--- src/rtl/jellyvl_synctimer_pkg.sv ---
// Shared definitions for the synchronized-timer adjuster: FSM states and slew direction codes.
package jellyvl_synctimer_pkg;

    typedef enum logic [1:0] {
        IDLE   = 2'd0,
        CALC   = 2'd1,
        SET    = 2'd2,
        ADJUST = 2'd3
    } state_t;

    localparam logic ADJUST_SIGN_SLOW = 1'b1;
    localparam logic ADJUST_SIGN_FAST = 1'b0;

endpackage

--- src/rtl/jellyvl_synctimer_adjuster.sv ---
// Drift-correction initiator: compares a reference time sample with the local timer and issues a hard set
// or a paced series of one-tick slew requests. Define SYNCTIMER_ADJUSTER_MONITOR_EN to expose monitor outputs.
module jellyvl_synctimer_adjuster
    import jellyvl_synctimer_pkg::*;
#(
    parameter int unsigned              TIMER_WIDTH = 64,
    parameter int unsigned              ERROR_WIDTH = 16,
    parameter int unsigned              LIMIT       = 1000,
    parameter int unsigned              INTERVAL    = 4,
    parameter logic [TIMER_WIDTH-1:0]   SET_OFFSET  = TIMER_WIDTH'(0)
) (
    input  logic                    rst,
    input  logic                    clk,
    input  logic [TIMER_WIDTH-1:0]  current_time,
    input  logic [TIMER_WIDTH-1:0]  correct_time,
    input  logic                    correct_valid,
    output logic [TIMER_WIDTH-1:0]  set_time,
    output logic                    set_valid,
    output logic                    adjust_sign,
    output logic                    adjust_valid,
    input  logic                    adjust_ready,
    output logic                    busy,
    output logic [TIMER_WIDTH-1:0]  mon_error,
    output logic [ERROR_WIDTH-1:0]  mon_remain
);

    localparam int unsigned INTERVAL_BITS = (INTERVAL > 1) ? $clog2(INTERVAL) : 1;

    typedef logic [TIMER_WIDTH-1:0]   time_t;
    typedef logic [ERROR_WIDTH-1:0]   error_t;
    typedef logic [INTERVAL_BITS-1:0] interval_t;

    state_t    state_r,      state_s;
    time_t     diff_r,       diff_s;
    time_t     corr_r,       corr_s;
    time_t     set_time_r,   set_time_s;
    error_t    remain_r,     remain_s;
    interval_t intv_r,       intv_s;
    logic      sign_r,       sign_s;
    logic      adj_valid_r,  adj_valid_s;
    logic      set_valid_r,  set_valid_s;
    time_t     abs_s;
    logic      big_s;

    // Next-state and next-output computation; a new sample always preempts the current activity.
    always_comb begin
        state_s     = state_r;
        diff_s      = diff_r;
        corr_s      = corr_r;
        set_time_s  = set_time_r;
        remain_s    = remain_r;
        intv_s      = intv_r;
        sign_s      = sign_r;
        adj_valid_s = adj_valid_r;
        set_valid_s = 1'b0;
        abs_s       = diff_r[TIMER_WIDTH-1] ? (TIMER_WIDTH'(0) - diff_r) : diff_r;
        // most-negative error has no positive magnitude and is treated as out of range
        big_s       = abs_s[TIMER_WIDTH-1] || (abs_s > time_t'(LIMIT));

        if (correct_valid) begin
            diff_s      = correct_time - current_time;
            corr_s      = correct_time;
            remain_s    = error_t'(0);
            adj_valid_s = 1'b0;
            state_s     = CALC;
        end else begin
            case (state_r)
                IDLE: begin
                    state_s = IDLE;
                end
                CALC: begin
                    if (diff_r == time_t'(0)) begin
                        state_s = IDLE;
                    end else if (big_s) begin
                        set_valid_s = 1'b1;
                        set_time_s  = corr_r + SET_OFFSET;
                        state_s     = SET;
                    end else begin
                        remain_s    = abs_s[ERROR_WIDTH-1:0];
                        sign_s      = diff_r[TIMER_WIDTH-1] ? ADJUST_SIGN_SLOW : ADJUST_SIGN_FAST;
                        intv_s      = interval_t'(0);
                        adj_valid_s = 1'b1;
                        state_s     = ADJUST;
                    end
                end
                SET: begin
                    state_s = IDLE;
                end
                ADJUST: begin
                    if (adj_valid_r && adjust_ready) begin
                        remain_s = remain_r - error_t'(1);
                        intv_s   = interval_t'(INTERVAL - 1);
                        if (remain_r == error_t'(1)) begin
                            adj_valid_s = 1'b0;
                            state_s     = IDLE;
                        end else begin
                            adj_valid_s = (INTERVAL == 1);
                        end
                    end else if (!adj_valid_r) begin
                        // raise the request as the counter lands on zero so handshakes are INTERVAL apart
                        if (intv_r <= interval_t'(1)) begin
                            adj_valid_s = 1'b1;
                        end else begin
                            adj_valid_s = 1'b0;
                        end
                        if (intv_r != interval_t'(0)) begin
                            intv_s = intv_r - interval_t'(1);
                        end else begin
                            intv_s = intv_r;
                        end
                    end else begin
                        adj_valid_s = 1'b1;
                    end
                end
                default: begin
                    state_s = IDLE;
                end
            endcase
        end
    end

    // State and output registers with synchronous reset.
    always_ff @(posedge clk) begin
        if (rst) begin
            state_r     <= IDLE;
            diff_r      <= time_t'(0);
            corr_r      <= time_t'(0);
            set_time_r  <= time_t'(0);
            remain_r    <= error_t'(0);
            intv_r      <= interval_t'(0);
            sign_r      <= 1'b0;
            adj_valid_r <= 1'b0;
            set_valid_r <= 1'b0;
        end else begin
            state_r     <= state_s;
            diff_r      <= diff_s;
            corr_r      <= corr_s;
            set_time_r  <= set_time_s;
            remain_r    <= remain_s;
            intv_r      <= intv_s;
            sign_r      <= sign_s;
            adj_valid_r <= adj_valid_s;
            set_valid_r <= set_valid_s;
        end
    end

    assign set_time     = set_time_r;
    assign set_valid    = set_valid_r;
    assign adjust_sign  = sign_r;
    assign adjust_valid = adj_valid_r;
    assign busy         = (state_r != IDLE);

`ifdef SYNCTIMER_ADJUSTER_MONITOR_EN
    assign mon_error  = diff_r;
    assign mon_remain = remain_r;
`else
    assign mon_error  = time_t'(0);
    assign mon_remain = error_t'(0);
`endif

endmodule

--- config.mk ---
export PLATFORM = sky130hd
export DESIGN_NAME = jellyvl_synctimer_adjuster
export DESIGN_NICKNAME = d
export VERILOG_FILES = /design/src/rtl/jellyvl_synctimer_pkg.sv /design/src/rtl/jellyvl_synctimer_adjuster.sv
export SDC_FILE = /design/constraint.sdc
export NUM_CORES = 1
export LEC_CHECK = 0
export CELL_PAD_IN_SITES_DETAIL_PLACEMENT = 1
export CELL_PAD_IN_SITES_GLOBAL_PLACEMENT = 2
export CORE_ASPECT_RATIO = 1.2
export CORE_UTILIZATION = 34
export CTS_CLUSTER_SIZE = 30
export DETAILED_ROUTE_END_ITERATION = 8
export PLACE_DENSITY_LB_ADDON = 0.1
export SLEW_MARGIN = 30
export SYNTH_ARGS = -nofsm -noshare
export SYNTH_HDL_FRONTEND = slang
export SYNTH_SLANG_ARGS = --single-unit
export TNS_END_PERCENT = 30
--- constraint.sdc ---
create_clock -name clk -period 11.85 [get_ports clk]
set_input_delay 2.37 -clock clk [delete_from_list [all_inputs] [get_ports clk]]
set_output_delay 2.37 -clock clk [all_outputs]
set_load 0.01 [all_outputs]
==> flow_summary_export.csv <==
group,metric,value,unit
yosys,synth.distinct_cells,82,
clocking,path_clk_slew,0.06,ns
sta,finalSetupViolations,0,
critical_path,crit_arrival,6.60,ns
critical_path,end_kind,"flop",
critical_path,critPathLaunchType,"input port",
sta,worstMarginPinSlew,0.988,ns
cells_and_area,area_growth_syn_to_layout,18.6,%
worst_hold_path,hp-start,"corr_r[40]",
route,wl,51400,um
floorplan,dieWidth,197,um
yosys,synth_cells,1975,
critical_path,rr_worst_depth,12,
route,drc,0,
cells_and_area,drive_gt1_share,3.84,%
yosys,netlist.area_leader.share,27.8,%
floorplan,io_pins,280,
yosys,async_reset_ff_share,0,%
route,final_antenna_net_count,0,
place,place_hpwl,38600,um
critical_path,critical_path_required,12.25,ns
cells_and_area,final_common_cell,"dfxtp_1",
power,sequentialPowerShare,37.0,%
yosys,ys.flop_type,"dfxtp_1",
power,intPower,0.00149,W
route,wl_per_cell,18.9,um
cells_and_area,final_cell_mix,"dfxtp_1 (215), nor2_1 (197), clkdlybuf4s50_1 (197)",
sta,period_share,52.3,%
sta,max_slew_margin,33.5,%
cells_and_area,post-route-util,40.9,%
floorplan,die_h,236,um
cells_and_area,n_antenna_cell,0,
clocking,holdBufCountCts,0,
yosys,synth_area_leader_cell,"dfxtp_1",
global_routing,first_global_vias,14900,
yosys,ys_ff_latch,215,
cells_and_area,fin_area,18400,um2
yosys,synth_area,15500,um2
route,drt_iter0_markers,531,
power,clkPwrFrac,35.5,%
worst_hold_path,hold_end,"set_time[40]",
floorplan,start_util,34.5,%
job,drv_cap,0,
sta,rsz0062_at_grt,"false",
yosys,yosysSeqAreaShare,27.8,%
yosys,yosys_warnings,0,
power,swShare,33.6,%
sta,max_freq,161,MHz
sta,drv_slew,0,
floorplan,num_rows,85,
clocking,clock_latency,0.55,ns
power,power_frac_comb,27.5,%
critical_path,reg2reg_to,"remain_r[7]",
global_routing,grt-ovfl-total,0,
worst_hold_path,hold_depth,2,
clocking,cts_tree,"built",
route,via_per_inst,5.31,
sta,final.setup.tns,0,ns
clocking,root_buffer,"clkbuf_16",
floorplan,coreArea,44900,um2
global_routing,grt_usage,21.9,%
global_routing,grt_pass1_wl,82500,um
power,peakVddDrop,0.119,mV
route,via_count,14400,
yosys,syn_avg_cell_area,7.84,um2
clocking,numCtsBuffers,27,
place,gp_congestion,0.850,
place,port_buffers,199,
clocking,post-cts-setup-buffers,0,
critical_path,worstPathMaxFanout,5,
power,power.switching,0.000755,W
sta,skew,0.00997,ns
critical_path,r2r-start,"diff_r[1]",
clocking,ctsResizeCount,0,
power,powerDensity,122,nW/um2
outcome,outcome,"finished clean",
floorplan,die_area,46400,um2
cells_and_area,finalNetCount,2292,
worst_hold_path,hold_path.class,"reg2reg",
route,detail_route.first_pass.iterations,5,
yosys,synth_edf_count,0,
yosys,synthTopCellsByArea,"dfxtp_1 (28%), mux2i_1 (10%), nand2b_1 (5.7%)",
critical_path,path_class,"in2reg",
clocking,max-clock-path-buffers,3,
clocking,htree_levels,1,
clocking,clock-sinks,215,
sta,hold_violations,0,
cells_and_area,fillCellCount,5505,
critical_path,r2r_setup_slack,6.49,ns
sta,min_period,6.19,ns
power,total_leakage_power,7.38,nW
global_routing,grt_start_max_net_pins,94,
global_routing,antenna_found_initial,0,
place,placed_cell_area,17500,um2
[per-stage QoR]
| stage | instances | hold WS (ns) | setup WS (ns) | power (W) |
|---|---|---|---|---|
| after detailed placement | 2671 | 0.466 | 4.95 | 0.00147 |
| after global placement | 2671 | 0.458 | 5.10 | 0.00146 |
| after CTS | 2719 | 0.477 | 5.52 | 0.00229 |
| after global routing | 2719 | 0.490 | 5.37 | 0.00238 |
| after floorplan | 2054 | 0.451 | 6.62 | 0.00127 |
| final | 2719 | 0.469 | 5.66 | 0.00225 |
[cells in the mapped netlist, types with 8 or more instances]
| master | count |
|---|---|
| nor2_1 | 198 |
| clkbuf_1 | 101 |
| buf_4 | 81 |
| o211ai_1 | 11 |
| mux2i_1 | 159 |
| nor2b_1 | 15 |
| nand2_1 | 107 |
| nor4_1 | 41 |
| xnor2_1 | 39 |
| dfxtp_1 | 215 |
| nor3_1 | 51 |
| o41ai_1 | 11 |
| buf_6 | 8 |
| inv_1 | 105 |
| a31oi_1 | 17 |
| o22ai_1 | 10 |
| ha_1 | 68 |
| buf_2 | 8 |
| nand4_1 | 39 |
| and2_1 | 8 |
| a211oi_1 | 13 |
| a21oi_1 | 126 |
| and3_1 | 12 |
| o21bai_1 | 18 |
| or4_1 | 19 |
| or3_1 | 19 |
| nand2b_1 | 140 |
| o31ai_1 | 20 |
| xor2_1 | 29 |
| nand3_1 | 35 |
| a21o_1 | 34 |
| buf_1 | 10 |
| o21ai_0 | 84 |
[critical path, stage by stage]
cell             delay [ns]
clkdlybuf4s50_1        0.49
inv_1                  0.05
ha_1                   0.20
fa_1                   0.40
nor2b_1                0.22
o211a_1                0.22
o31a_1                 0.26
nor2_1                 0.17
o311ai_0               0.37
buf_4                  0.20
nand3_1                0.16
a2111oi_1              0.85
o21ai_0                0.28
mux2i_1                0.20
o311ai_0               0.16
[sequential cells by signal, summed over array words and instances, names as in the netlist]
signal,count
diff_r,64
set_time,64
adjust_valid,1
state_r,2
adjust_sign,1
corr_r,64
set_valid,1
intv_r,2
remain_r,16
[layout make-up]
class	instances	area [um2]	share of cell area, %
clock inverter	5	50.0	0.272
inverter	106	398	2.17
clock buffer	43	786	4.28
multi-input combinational	1525	9950	54.2
tap	609	762	4.15
sequential	215	4300	23.4
timing repair buffer	216	2120	11.5
[power groups by stage]
| stage | Sequential, W | Clock [W] | Combinational [W] |
|---|---|---|---|
| after floorplan | 0.000808 | 0 | 0.000458 |
| after global placement | 0.000846 | 0 | 0.000614 |
| after detailed placement | 0.000847 | 0 | 0.000618 |
| after CTS | 0.000832 | 0.000831 | 0.000622 |
| after global routing | 0.000840 | 0.000857 | 0.000685 |
| final | 0.000832 | 0.000797 | 0.000618 |
[routing by layer]
layer / track usage, % / wire length (um) / vias up
li1: - / - / 7092
met1: 28.5 / 23500 / 7052
met2: 39.1 / 25600 / 263
met3: 2.04 / 1670 / 41
met4: 4.04 / 667 / 0
met5: 0 / 0 / -
[cell families after synthesis]
| kind of cell | after synthesis | synth area share (%) |
|---|---|---|
| simple gates | 712 | 23.7 |
| compound gates | 435 | 18.6 |
| buf+inv | 314 | 10.0 |
| flops | 215 | 27.8 |
| mux | 161 | 10.4 |
| fa+ha+maj | 69 | 5.62 |
| xor+xnor | 68 | 3.84 |
| other cells | 1 | 0.0242 |
[worst max path at each step]
stage,cells after the start,slack (ns),from,to
detailed placement,13,4.95,current_time[3],diff_r[63]
floorplan,13,6.62,correct_time[0],diff_r[56]
global route,13,5.37,current_time[3],diff_r[63]
CTS,13,5.52,current_time[3],diff_r[63]
finish,15,5.66,correct_time[0],diff_r[60]
global placement,13,5.10,current_time[3],diff_r[63]
No activity file was read; power rests on OpenSTA's default activity.
